<file path="src/rtl/smc_lite_pkg.sv">
// Shared constants and FSM encoding for the SMC AHB-lite front end.
package smc_lite_pkg;

    // AHB transfer types
    localparam logic [1:0] TRN_IDLE   = 2'b00;
    localparam logic [1:0] TRN_BUSY   = 2'b01;
    localparam logic [1:0] TRN_NONSEQ = 2'b10;
    localparam logic [1:0] TRN_SEQ    = 2'b11;

    // AHB transfer sizes
    localparam logic [2:0] SZ_BYTE  = 3'd0;
    localparam logic [2:0] SZ_HALF  = 3'd1;
    localparam logic [2:0] SZ_WORD  = 3'd2;
    localparam logic [2:0] SZ_DWORD = 3'd3;

    // AHB responses
    localparam logic [1:0] RSP_OKAY  = 2'b00;
    localparam logic [1:0] RSP_ERROR = 2'b01;

    typedef enum logic [2:0] {
        ST_IDLE = 3'd0,
        ST_PEND = 3'd1,
        ST_BUSY = 3'd2,
        ST_ERR1 = 3'd3,
        ST_ERR2 = 3'd4
    } smc_state_e;

    // Largest legal hsize for a given data bus width (log2 of the byte lanes).
    function automatic logic [2:0] max_size(input int dw);
        return (dw == 64) ? SZ_DWORD : SZ_WORD;
    endfunction

endpackage

</file>
<file path="src/rtl/smc_cs_decode.sv">
// Combinational address-phase decode: one-hot bank select plus the three
// transfer error conditions (misaligned, oversize, unmapped bank).
module smc_cs_decode
    import smc_lite_pkg::*;
#(
    parameter int AW        = 32,
    parameter int DW        = 32,
    parameter int NUM_CS    = 4,
    parameter int BANK_LSB  = 24,
    parameter int ERR_UNMAP = 1
) (
    input  logic [AW-1:0]     haddr,
    input  logic [2:0]        hsize,
    input  logic [1:0]        htrans,
    input  logic              hsel,
    output logic [NUM_CS-1:0] cs,
    output logic              mis_err,
    output logic              size_err,
    output logic              unmap_err
);

    localparam logic [2:0] MAX_SZ = max_size(DW);

    logic        xfer;
    logic [31:0] bank_idx;
    logic [31:0] bank_sel;
    logic [6:0]  low_bits;
    logic        unused_bits;

    // Middle address bits and htrans[0] play no part in the decode.
    assign unused_bits = ^{haddr, htrans[0]};

    // Bank index, wrap or flag out-of-range banks, and check size/alignment.
    always_comb begin
        xfer      = hsel & htrans[1];
        bank_idx  = 32'(haddr[AW-1:BANK_LSB]);
        bank_sel  = (ERR_UNMAP != 0) ? bank_idx : (bank_idx % 32'(NUM_CS));
        low_bits  = haddr[6:0];
        size_err  = xfer & (hsize > MAX_SZ);
        unmap_err = xfer && (ERR_UNMAP != 0) && (bank_idx >= 32'(NUM_CS));
        mis_err   = 1'b0;
        for (int i = 0; i < 7; i++) begin
            if ((3'(i) < hsize) && low_bits[i]) begin
                mis_err = xfer;
            end
        end
        cs = '0;
        for (int i = 0; i < NUM_CS; i++) begin
            cs[i] = (bank_sel == 32'(i));
        end
    end

endmodule

</file>
<file path="src/rtl/smc_ahb_lite_if_mcs.sv">
// AHB-lite slave front end for the multi-bank Static Memory Controller.
// Registers the address phase, launches the core, stretches HREADY until the
// core finishes and produces the two-cycle ERROR response.
module smc_ahb_lite_if_mcs
    import smc_lite_pkg::*;
#(
    parameter int AW        = 32,
    parameter int DW        = 32,
    parameter int NUM_CS    = 4,
    parameter int BANK_LSB  = 24,
    parameter int ERR_UNMAP = 1
) (
    input  logic              hclk,
    input  logic              n_sys_reset,
    input  logic              hsel,
    input  logic [AW-1:0]     haddr,
    input  logic [1:0]        htrans,
    input  logic              hwrite,
    input  logic [2:0]        hsize,
    input  logic [DW-1:0]     hwdata,
    input  logic              hready,
    input  logic              smc_idle,
    input  logic              smc_done,
    input  logic              mac_done,
    input  logic [DW-1:0]     read_data,
    output logic [DW-1:0]     smc_hrdata,
    output logic              smc_hready,
    output logic [1:0]        smc_hresp,
    output logic              smc_valid,
    output logic              new_access,
    output logic [AW-1:0]     addr,
    output logic [NUM_CS-1:0] cs,
    output logic [1:0]        xfer_size,
    output logic              n_read,
    output logic [DW-1:0]     write_data
);

    smc_state_e        state_q, state_d;
    logic [NUM_CS-1:0] dec_cs;
    logic              mis_err, size_err, unmap_err;
    logic              sample, acc_err, accept, latch_en;

    logic [AW-1:0]     addr_q;
    logic [NUM_CS-1:0] cs_q;
    logic [1:0]        size_q;
    logic              nread_q;
    logic              wcap_q;
    logic [DW-1:0]     wdata_q;

    smc_cs_decode #(
        .AW       (AW),
        .DW       (DW),
        .NUM_CS   (NUM_CS),
        .BANK_LSB (BANK_LSB),
        .ERR_UNMAP(ERR_UNMAP)
    ) u_decode (
        .haddr    (haddr),
        .hsize    (hsize),
        .htrans   (htrans),
        .hsel     (hsel),
        .cs       (dec_cs),
        .mis_err  (mis_err),
        .size_err (size_err),
        .unmap_err(unmap_err)
    );

    assign sample     = hsel & hready & htrans[1];
    assign acc_err    = mis_err | size_err | unmap_err;
    assign smc_valid  = sample & ~acc_err;
    assign smc_hrdata = read_data;
    assign addr       = addr_q;
    assign cs         = cs_q;
    assign xfer_size  = size_q;
    assign n_read     = nread_q;
    assign write_data = wdata_q;

    // Next state and bus response. States that can take a new address phase
    // set accept; the sample is then routed identically from each of them,
    // which gives back-to-back transfers with no bubble.
    always_comb begin
        state_d    = state_q;
        smc_hready = 1'b1;
        smc_hresp  = RSP_OKAY;
        new_access = 1'b0;
        latch_en   = 1'b0;
        accept     = 1'b0;
        case (state_q)
            ST_IDLE: accept = 1'b1;
            ST_PEND: begin
                smc_hready = 1'b0;
                if (smc_idle) begin
                    new_access = 1'b1;
                    state_d    = ST_BUSY;
                end
            end
            ST_BUSY: begin
                smc_hready = smc_done & mac_done;
                if (smc_done & mac_done) begin
                    state_d = ST_IDLE;
                    accept  = 1'b1;
                end
            end
            ST_ERR1: begin
                smc_hready = 1'b0;
                smc_hresp  = RSP_ERROR;
                state_d    = ST_ERR2;
            end
            ST_ERR2: begin
                smc_hresp = RSP_ERROR;
                state_d   = ST_IDLE;
                accept    = 1'b1;
            end
            default: state_d = ST_IDLE;
        endcase
        if (accept && sample) begin
            if (acc_err) begin
                state_d = ST_ERR1;
            end else begin
                latch_en = 1'b1;
                if (smc_idle) begin
                    new_access = 1'b1;
                    state_d    = ST_BUSY;
                end else begin
                    state_d = ST_PEND;
                end
            end
        end
    end

    // FSM state register.
    always_ff @(posedge hclk or negedge n_sys_reset) begin
        if (!n_sys_reset) begin
            state_q <= ST_IDLE;
        end else begin
            state_q <= state_d;
        end
    end

    // Address-phase latches, held stable until the next accepted transfer.
    always_ff @(posedge hclk or negedge n_sys_reset) begin
        if (!n_sys_reset) begin
            addr_q  <= '0;
            cs_q    <= '0;
            size_q  <= '0;
            nread_q <= 1'b0;
        end else if (latch_en) begin
            addr_q  <= haddr;
            cs_q    <= dec_cs;
            size_q  <= hsize[1:0];
            nread_q <= hwrite;
        end
    end

    // Write data arrives one cycle after its address; grab it on that cycle.
    always_ff @(posedge hclk or negedge n_sys_reset) begin
        if (!n_sys_reset) begin
            wcap_q  <= 1'b0;
            wdata_q <= '0;
        end else begin
            wcap_q <= latch_en & hwrite;
            if (wcap_q) begin
                wdata_q <= hwdata;
            end
        end
    end

endmodule

</file>
<file path="config.mk">
export PLATFORM = sky130hd
export DESIGN_NAME = smc_ahb_lite_if_mcs
export DESIGN_NICKNAME = d
export VERILOG_FILES = /design/src/rtl/smc_lite_pkg.sv /design/src/rtl/smc_cs_decode.sv /design/src/rtl/smc_ahb_lite_if_mcs.sv
export SDC_FILE = /design/constraint.sdc
export NUM_CORES = 1
export LEC_CHECK = 0
export ABC_AREA = 1
export CAP_MARGIN = 15
export CORE_MARGIN = 5
export CORE_UTILIZATION = 37
export DETAILED_ROUTE_END_ITERATION = 12
export PLACE_DENSITY = 0.92
export SLEW_MARGIN = 5
export SYNTH_ARGS = -nofsm -noshare
export SYNTH_HDL_FRONTEND = slang
export SYNTH_HIERARCHICAL = 1
export SYNTH_SLANG_ARGS = --single-unit
</file>
<file path="constraint.sdc">
create_clock -name hclk -period 2.97 [get_ports hclk]
set_input_delay 0.7425 -clock hclk [delete_from_list [all_inputs] [get_ports hclk]]
set_output_delay 0.7425 -clock hclk [all_outputs]
set_load 0.05 [all_outputs]
</file>
==> reports/results.tsv, run 1 <==
metric	value	unit
outcome	finished clean	
area delta synth->final	45.9	%
Post-DP Area	4820	sq um
Final #Nets	581	
final instance area	5020	sq um
core area	9150	sq um
clk_lat worst skew	0.34	ns
RSZ-0062 raised after global routing	no	
Setup Slack @ Placement	-0.184	ns
Slew HR	36.7	%
H-tree levels	3	
#FFs+latches synth	75	
number of diodes	0	
type of origin of the critical path	input pin	
routed via count	2821	
Critical Path AT	2.12	ns
first-pass GRT wire length	14.7	mm
LEAKAGE	0.00241	uW
max-slew violation count	0	
area occupied by multi-input gates	1140	sq um
Post-Syn Area	3440	sq um
filler instances	797	
CTS Root Cell	clkbuf_8	
Clock transition at path regs	0.07	ns
most used cell, CP	inv_2	
syn avg cell area	9.89	sq um
VDD IR max	0.577	mV
Worst Setup End Kind	output pin	
Synth cell types	25	
Placer Congestion	0.833	
DP HPWL	6.83	mm
clock share of power	12.9	%
fin util	54.8	%
PD cells	1170	nW/um^2
largest net degree at the start of global routing	76	
most common cell in the netlist	nand2_1	
I/O pin count	217	
Initial Utilization	37.6	%
Register Area	1880	sq um
CTS tree	done	
CP max FO	2	
Max clock buf depth	2	
final wirelength	9.21	mm
Post-route DRC	0	
sequential power share	29.3	%
Max stage delay on crit path	0.26	ns
share of the synthesized area in the top cell type	54.5	%
Primary FF master, synth	dfrtp_1	
internal power component	3000	uW
sequential fraction of the synthesis area	54.5	%
transition time of the tightest slew-check pin	0.950	ns
Tcrit/Tclk final	96.4	%
setup slack after layout	0.108	ns
CTS buffer count	9	
Post-synth EDFFs	0	
Syn Inst Count	348	
drt first pass iters	4	
vias in the first global route	2977	
Initial DRC Count	103	
initial antenna violation count	0	
Max-Cap Viols	0	
Routed Antenna Nets	0	
Die Span Y	106	microns
post-synth top area cell	dfrtp_1	
Buf/Inv on CP	5	
worst hold path type	flip-flop to flip-flop	
Fin. Hold Viols	0	
most common library cells after synthesis	nand2_1 (101), dfrtp_1 (75), nand3_1 (45), buf_4 (37), mux2_2 (30)	
std cell rows	35	
highest clock rate	349	MHz
async set-or-reset flop fraction in the synthesized netlist	100	%
switching fraction of total power	49.0	%
Die Span X	106	microns
Clock Skew	0.0107	ns
CTS sink count	75	
Worst path top cell family by delay	simple AND/OR/NAND/NOR gates	
die area	11300	sq um
GRT Residual Overflow	0	
CP required	2.23	ns
Final setup viols	0	
Crit-path slowest cell	or2_1	
number of synthesis warnings	6	
crit-path cells	dlygate4sd2_1 > or2_1 > nor2_2 > inv_2 > nand2_1 > inv_1 > inv_2 > nand2_2 > nor2_4 > nand2_4 > a21oi_4 > buf_12	
Vias/cell	4.81	
Port-buffer cells	150	
Total GRT Usage	16.3	%
Post-Syn Nets	457	
wire per inst	15.7	microns
Psw	2890	uW
Hold-fix buffers, CTS	0	
Tmin final	2.86	ns
top cells by area, synth	dfrtp_1 (55%), nand2_1 (11%), mux2_2 (9.8%)	
Crit Path Class	input pin to output pin	
share of layout cells above drive strength 1	16.0	%
Gate power share	57.8	%
-- layer usage --
layer / vias to the layer above / routed length [microns] / GRT usage (%) / share of wire [%]
li1: 1325 / - / - / -
met3: 28 / 847 / 5.59 / 9.2
met5: - / 0 / 0 / 0
met4: 0 / 214 / 6.03 / 2.3
met2: 146 / 4410 / 27.1 / 48
met1: 1322 / 3730 / 19.5 / 41
-- worst min-delay path: cells and delay by family, from the launching register on --
kind / cells / cell delay, ns
AND/OR/NAND/NOR: 2 / 0.10
flip-flops: 1 / 0.34
-- through the flow --
stage | hold slack, ns | power (uW) | instances | TNS (ns)
final | 0.474 | 5890 | 587 | 0
after CTS | 0.479 | 5960 | 587 | 0
after global placement | 0.454 | 5090 | 571 | -0.152
after floorplan | 0.447 | 4020 | 348 | 0
after detailed placement | 0.458 | 5180 | 571 | -0.221
after global routing | 0.504 | 6190 | 587 | 0
-- final cells by class --
type	count	area share [%]
clock buffers	9	2.47
repair buffers	162	31.9
multi-input cells	206	22.8
clock inverters	6	1.32
flip-flops and latches	75	37.4
well taps	111	2.77
inverters	18	1.35
-- final timing paths --
kind                        startpoint             end  slack [ns]  cells after the start
setup / recovery             haddr[27]      new_access        0.11                     12
hold / removal                 addr[6]         addr[6]        0.47                      2
setup reg to reg            state_q[2]      state_q[1]        1.46                      8
hold reg to reg                addr[6]         addr[6]        0.47                      2
max in group asynchronous  n_sys_reset           cs[1]        1.80                      1
min in group asynchronous  n_sys_reset  write_data[10]        0.54                      1
-- cells in the final DEF, fill, tap and decap left out, types with 2 or more instances in the layout --
master | Yosys | layout
buf_12 | 0 | 3
buf_4 | 37 | 13
clkbuf_2 | 0 | 2
clkbuf_8 | 0 | 9
clkdlybuf4s15_1 | 0 | 2
clkdlybuf4s50_1 | 0 | 128
clkinvlp_4 | 0 | 3
dfrtp_1 | 75 | 75
dlygate4sd2_1 | 0 | 11
dlymetal6s2s_1 | 0 | 3
inv_1 | 17 | 16
inv_2 | 1 | 2
mux2_1 | 2 | 2
mux2_2 | 30 | 30
nand2_1 | 101 | 99
nand2_2 | 1 | 3
nand2_4 | 2 | 2
nand3_1 | 45 | 45
nor2_1 | 10 | 9
nor2_2 | 2 | 3
nor3_1 | 2 | 2
o21ai_0 | 2 | 2
o22ai_1 | 2 | 2
-- registers in the layout (all words and copies together), names as in the netlist --
signal	flops
addr	32
write_data	32
cs	4
state_q	3
xfer_size	2
n_read	1
wcap_q	1
-- power groups by stage --
stage	combinational, uW	sequential [uW]	clock [uW]
global route	3570	1780	841
global placement	3380	1710	0
finish	3410	1720	759
CTS	3440	1730	795
detailed placement	3440	1740	0
floorplan	720	3300	0
-- repair_timing --
item / in CTS / in global routing
gates resized for setup: 19 / 10
setup endpoints to repair: 2 / 1
buffers inserted: 1 / 0
pin swaps: 10 / 5
-- cells by family (layout without fill, tap and decap cells) --
family | Yosys count | in the layout | share of synthesized area, %
compound gates | 7 | 7 | 1.27
buf+inv | 67 | 195 | 12.7
flops | 75 | 75 | 54.5
mux | 32 | 32 | 10.5
other cells | 1 | 1 | 0.109
simple gates | 166 | 166 | 20.9
No activity file was read; power rests on OpenSTA's default activity.
==> inputs of run 2 (changes only) <==
- CAP_MARGIN: 15 -> 20
- HOLD_SLACK_MARGIN: not set -> 0.02
- MAX_ROUTING_LAYER: not set -> met4
==> run 2 against run 1 <==
- worst hold slack is essentially flat
- power is essentially flat
- clock-buffer cell count is the same
- largest power group unchanged
- sequential power is essentially flat
- highest routed layer unchanged
- maximum frequency shrank 0.49%
- via count grew 0.67%
- die area is the same
==> reports/results.tsv, run 2 (same netlist as run 1, synthesis figures left out) <==
metric	value	unit	change
outcome	finished clean		unchanged
commonest non-fill, non-tap cells in the layout	clkdlybuf4s50_1 (128), nand2_1 (99), dfrtp_1 (75)		unchanged
Hold-fix buffers, CTS	0		unchanged
vias in the first global route	2985		was 2,977
Final Power	5890	uW	about the same
Clock transition at path regs	0.08	ns	was 0.07 ns
RSZ-0062 raised after global routing	no		unchanged
CTS sink count	75		unchanged
Total GRT Usage	16.7	%	was 16.3%
Port-buffer cells	150		unchanged
largest net degree at the start of global routing	76		unchanged
reg-to-reg slack, setup	1.46	ns	about the same
I/O pin count	217		unchanged
routed via count	2840		was 2,821
Crit Path Class	input pin to output pin		unchanged
number of diodes	0		unchanged
Post-route DRC	0		unchanged
DP HPWL	6.83	mm	unchanged
Final #Nets	581		unchanged
drt first pass iters	5		was 4
CP max FO	2		unchanged
Critical path origin	haddr[27]		unchanged
type of origin of the critical path	input pin		unchanged
hold_ws	0.474	ns	about the same
filler instances	797		unchanged
Initial Utilization	37.6	%	unchanged
FF-to-FF End	state_q[1]		unchanged
Vias/cell	4.84		was 4.81
Routed Antenna Nets	0		unchanged
Initial DRC Count	118		was 103
Tmin final	2.88	ns	was 2.86 ns
CTS buffer count	9		unchanged
area delta synth->final	45.9	%	unchanged
Post-DP Area	4820	sq um	unchanged
CP required	2.23	ns	about the same
VDD IR max	0.576	mV	was 0.577 mV
max-slew violation count	0		unchanged
Max-Cap Viols	0		unchanged
first-pass GRT wire length	14.7	mm	about the same
highest clock rate	348	MHz	was 349 MHz
Worst Setup End Kind	output pin		unchanged
Die Span X	106	microns	unchanged
CP endpoint	new_access		unchanged
final wirelength	9.20	mm	was 9.21 mm
Max clock buf depth	2		unchanged
Slew HR	37.2	%	was 36.7%
share of layout cells above drive strength 1	16.0	%	unchanged
PD cells	1170	nW/um^2	about the same
GRT Residual Overflow	0		unchanged
LEAKAGE	0.00241	uW	unchanged
Fin Setup TNS	0	ns	unchanged
final instance area	5020	sq um	unchanged
Placer Congestion	0.846		was 0.833
transition time of the tightest slew-check pin	0.942	ns	was 0.950 ns
Reg2Reg Depth	8		unchanged
fin util	54.8	%	unchanged
leading cell type in the layout, fill and taps excluded	clkdlybuf4s50_1		unchanged
wire per inst	15.7	microns	about the same
worst hold path type	flip-flop to flip-flop		unchanged
H-tree levels	3		unchanged
Final setup viols	0		unchanged
Die Span Y	106	microns	unchanged
std cell rows	35		unchanged
CTS tree	done		unchanged
CTS Root Cell	clkbuf_8		unchanged
Fin. Hold Viols	0		unchanged
initial antenna violation count	0		unchanged
Clock Skew	0.0121	ns	was 0.0107 ns
Tcrit/Tclk final	96.8	%	was 96.4%
clk_lat worst skew	0.34	ns	about the same
die area	11300	sq um	unchanged
r2r startpoint	state_q[0]		was state_q[2]
Critical Path AT	2.13	ns	was 2.12 ns
core area	9150	sq um	unchanged
## run 2: report_power, final
group	internal (uW)	leakage [uW]	switching (uW)
Clock	385	0.0000877	375
Sequential	1470	0.000954	250
Combinational	1140	0.00137	2260
## run 2: how the worst min path moves through the flow
| stage | end | cells after the start | slack (ns) | start |
|---|---|---|---|---|
| after floorplan | addr[0] | 0 | 0.45 | n_sys_reset |
| after global placement | addr[31] | 2 | 0.45 | addr[31] |
| after detailed placement | addr[11] | 2 | 0.46 | addr[11] |
| after CTS | addr[11] | 2 | 0.48 | addr[11] |
| after global routing | addr[18] | 2 | 0.50 | addr[18] |
| final | addr[11] | 2 | 0.47 | addr[11] |
## run 2: critical path, cell delays in order
cell           delay (ns)
dlygate4sd2_1        0.24
or2_1                0.26
nor2_2               0.14
inv_2                0.05
nand2_1              0.05
inv_1                0.05
inv_2                0.05
nand2_2              0.06
nor2_4               0.11
nand2_4              0.07
a21oi_4              0.15
buf_12               0.15
## run 2: area by class of cell
class	count	area [sq um]	share of cell area, %
sequential	75	1880	37.4
timing repair buffer	162	1600	31.9
multi-input combinational	206	1140	22.8
tap	111	139	2.77
clock buffer	9	124	2.47
inverter	18	67.6	1.35
clock inverter	6	66.3	1.32
## run 2: routing by layer
| layer | part of all wire (%) | routed length (microns) | track usage, % |
|---|---|---|---|
| met1 | 41 | 3780 | 20.2 |
| met2 | 48 | 4400 | 27.0 |
| met5 | 0 | 0 | - |
| met3 | 8.7 | 798 | 4.01 |
| met4 | 2.4 | 223 | 6.67 |
## run 2: per-stage QoR
step,setup WS (ns),cells
floorplan,0.0361,348
global placement,-0.137,571
detailed placement,-0.184,571
CTS,0.0413,587
global route,0.00418,587
finish,0.0944,587
## run 2: timing repair
item,in CTS,in global routing
gates resized for setup,19,10
endpoints found under the setup margin,2,1
buffers inserted,1,0
pin swaps,10,5
==> patch: new RTL, config.mk and constraints of run 2 <==
`BANK_LSB` is set to 24 in 2 places; all go to 12.
--- a/src/rtl/smc_cs_decode.sv
+++ b/src/rtl/smc_cs_decode.sv
@@ -6,7 +6,7 @@
     parameter int AW        = 32,
     parameter int DW        = 32,
     parameter int NUM_CS    = 4,
-    parameter int BANK_LSB  = 24,
+    parameter int BANK_LSB  = 12,
     parameter int ERR_UNMAP = 1
 ) (
     input  logic [AW-1:0]     haddr,
--- a/src/rtl/smc_ahb_lite_if_mcs.sv
+++ b/src/rtl/smc_ahb_lite_if_mcs.sv
@@ -7,7 +7,7 @@
     parameter int AW        = 32,
     parameter int DW        = 32,
     parameter int NUM_CS    = 4,
-    parameter int BANK_LSB  = 24,
+    parameter int BANK_LSB  = 12,
     parameter int ERR_UNMAP = 1
 ) (
     input  logic              hclk,
Behaviour: not the same (a bounded check fails within 4 cycles, from zero or initial values and one cycle with n_sys_reset low).
==> patch against run 2 <==
  * Design area increased by 4.2%
  * Total power is 2.1% higher
  * Count of clock-buffer cells in the layout increased by 1
  * Highest routed layer unchanged
  * Global-route usage is 0.44 points higher
  * Sequential cell count unchanged
  * Worst setup slack lost 0.0069 ns
  * Area after synthesis is 1.5% higher
  * Wire length up 3.0%
  * Maximum frequency fell by 0.24%
==> patch: results (changes against run 2) <==
Route
  – Iter 0 DRT Violations: 90 (-24%)
  – Drt first pass iters: 4 (-1)
  – Routed WL: 9.47 mm (+3.0%)
  – Metal-1 WL: 3.97 mm (+5.1%)
  – Via density: 4.56 (-5.8%)
  – WL met2: 4.55 mm (+3.4%)
  – Met3 WL: 809 um (+1.4%)

GRT
  – Largest net degree at the start of global routing: 42 (-45%)
  – Grt met3 use: 5.00% (+0.99 points)
  – Vias in the first global route: 3000 (+0.50%)
  – Global Route Usage Sum: 17.1% (+0.44 points)
  – M1 GR Usage: 20.6% (+0.48 points)
  – First-pass GRT wire length: 15.1 mm (+2.7%)
  – Initial antenna violation count: 0 (unchanged)
  – M2 GR Usage: 28.1% (+1.0 points)

Final layout
  – Finished Layout Cells: 627 (+6.8%)
  – NonClk Buf Share: 32.0% (+0.041 points)
  – Sequential share of cell area: 35.9% (-1.5 points)
  – Nets: 602 (+3.6%)
  – Signal buffers: 173 (+6.8%)
  – Inverters: 17 (-1)
  – Multi-In Gates: 217 (+5.3%)
  – Share of cells above drive strength 1: 19.1% (+3.1 points)
  – Clk cell area share: 4.45% (+0.66 points)
  – Area occupied by multi-input gates: 1220 um2 (+7.1%)
  – Clock Buffer Count: 10 (+1)

Power and ir drop
  – Pleak: 0.00251 uW (+4.1%)
  – Sw power: 2900 uW (+0.21%)
  – Clk. pwr: 906 uW (+19%)
  – Cell internal pwr: 3120 uW (+3.9%)
  – Max VDD drop: 0.000403 V (-30%)
  – Reg power frac: 28.6% (-0.7 points)

Floorplanning
  – Die area: 11500 um2 (+1.4%)

Timing
  – Clk_skew: 0.0117 ns (-0.000436 ns)
  – Worst Tran Pin Value: 0.544 ns (-0.398 ns)
  – Part of the cycle the worst path needs: 97.1% (+0.23 points)

Worst setup path
  – Crit Path Max Fanout: 3 (+1)
  – CP startpoint: haddr[3]
  – Max stage delay cell, worst path: dlygate4sd2_1

Placed design
  – Post-Place Cells: 607 (+6.3%)
  – Setup WS pre-CTS: -0.212 ns (-0.0281 ns)
  – GP Congestion: 0.757 (-10%)
  – Hpwl dp: 7.19 mm (+5.4%)
  – DP Area: 4970 um2 (+3.0%)

Logic synthesis
  – Avg Cell Area, Syn: 9.76 um2 (-1.3%)
  – Primary FF master, synth: dfrtp_1
  – Multiplexer share of the synthesized area: 10.3% (-0.16 points)
  – Leading post-synthesis cells by cell area: dfrtp_1, nand2_1, mux2_2, buf_4, nand3_1
  – Sequential area share after synthesis: 53.7% (-0.82 points)
  – Compound-cell area share of the yosys netlist: 1.40% (+0.12 points)
  – Share of the synthesized area in the top cell type: 53.7% (-0.82 points)
  – Mapped Nets: 467 (+2.2%)

Run status
  – Status: finished, final reports clean

Hold path
  – Min-delay worst type: input port to asynchronous set/reset pin
patch: changes by cell type in the layout (fill, tap and decap cells not counted), sizes merged, moves of 2 or more:
cell	change
buf	+11
dlygate4sd2	+10
nand4	+2
nor2	+8
clkdlybuf4s15	+2
dlymetal6s2s	-2
clkinvlp	-3
nor3	-2
clkdlybuf4s50	-9
patch: final timing paths:
| path | endpoint | slack (ns) |
|---|---|---|
| worst max-delay path | new_access | 0.09 |
| worst min-delay path | addr[25]$_DFFE_PN0P_ | 0.33 |
| worst max register to register | state_q[1]$_DFFE_PN0P_ | 1.46 |
| worst min register to register | addr[8]$_DFFE_PN0P_ | 0.47 |
| max in group asynchronous | addr[8]$_DFFE_PN0P_ | 1.97 |
| min in group hclk | addr[8]$_DFFE_PN0P_ | 0.47 |
patch: what timing repair did:
action	in CTS	in global routing
setup endpoints to repair	2	2
buffers inserted	3	1
endpoints found under the hold margin	0	0
pin swaps	24	14
gates resized for setup	34	15
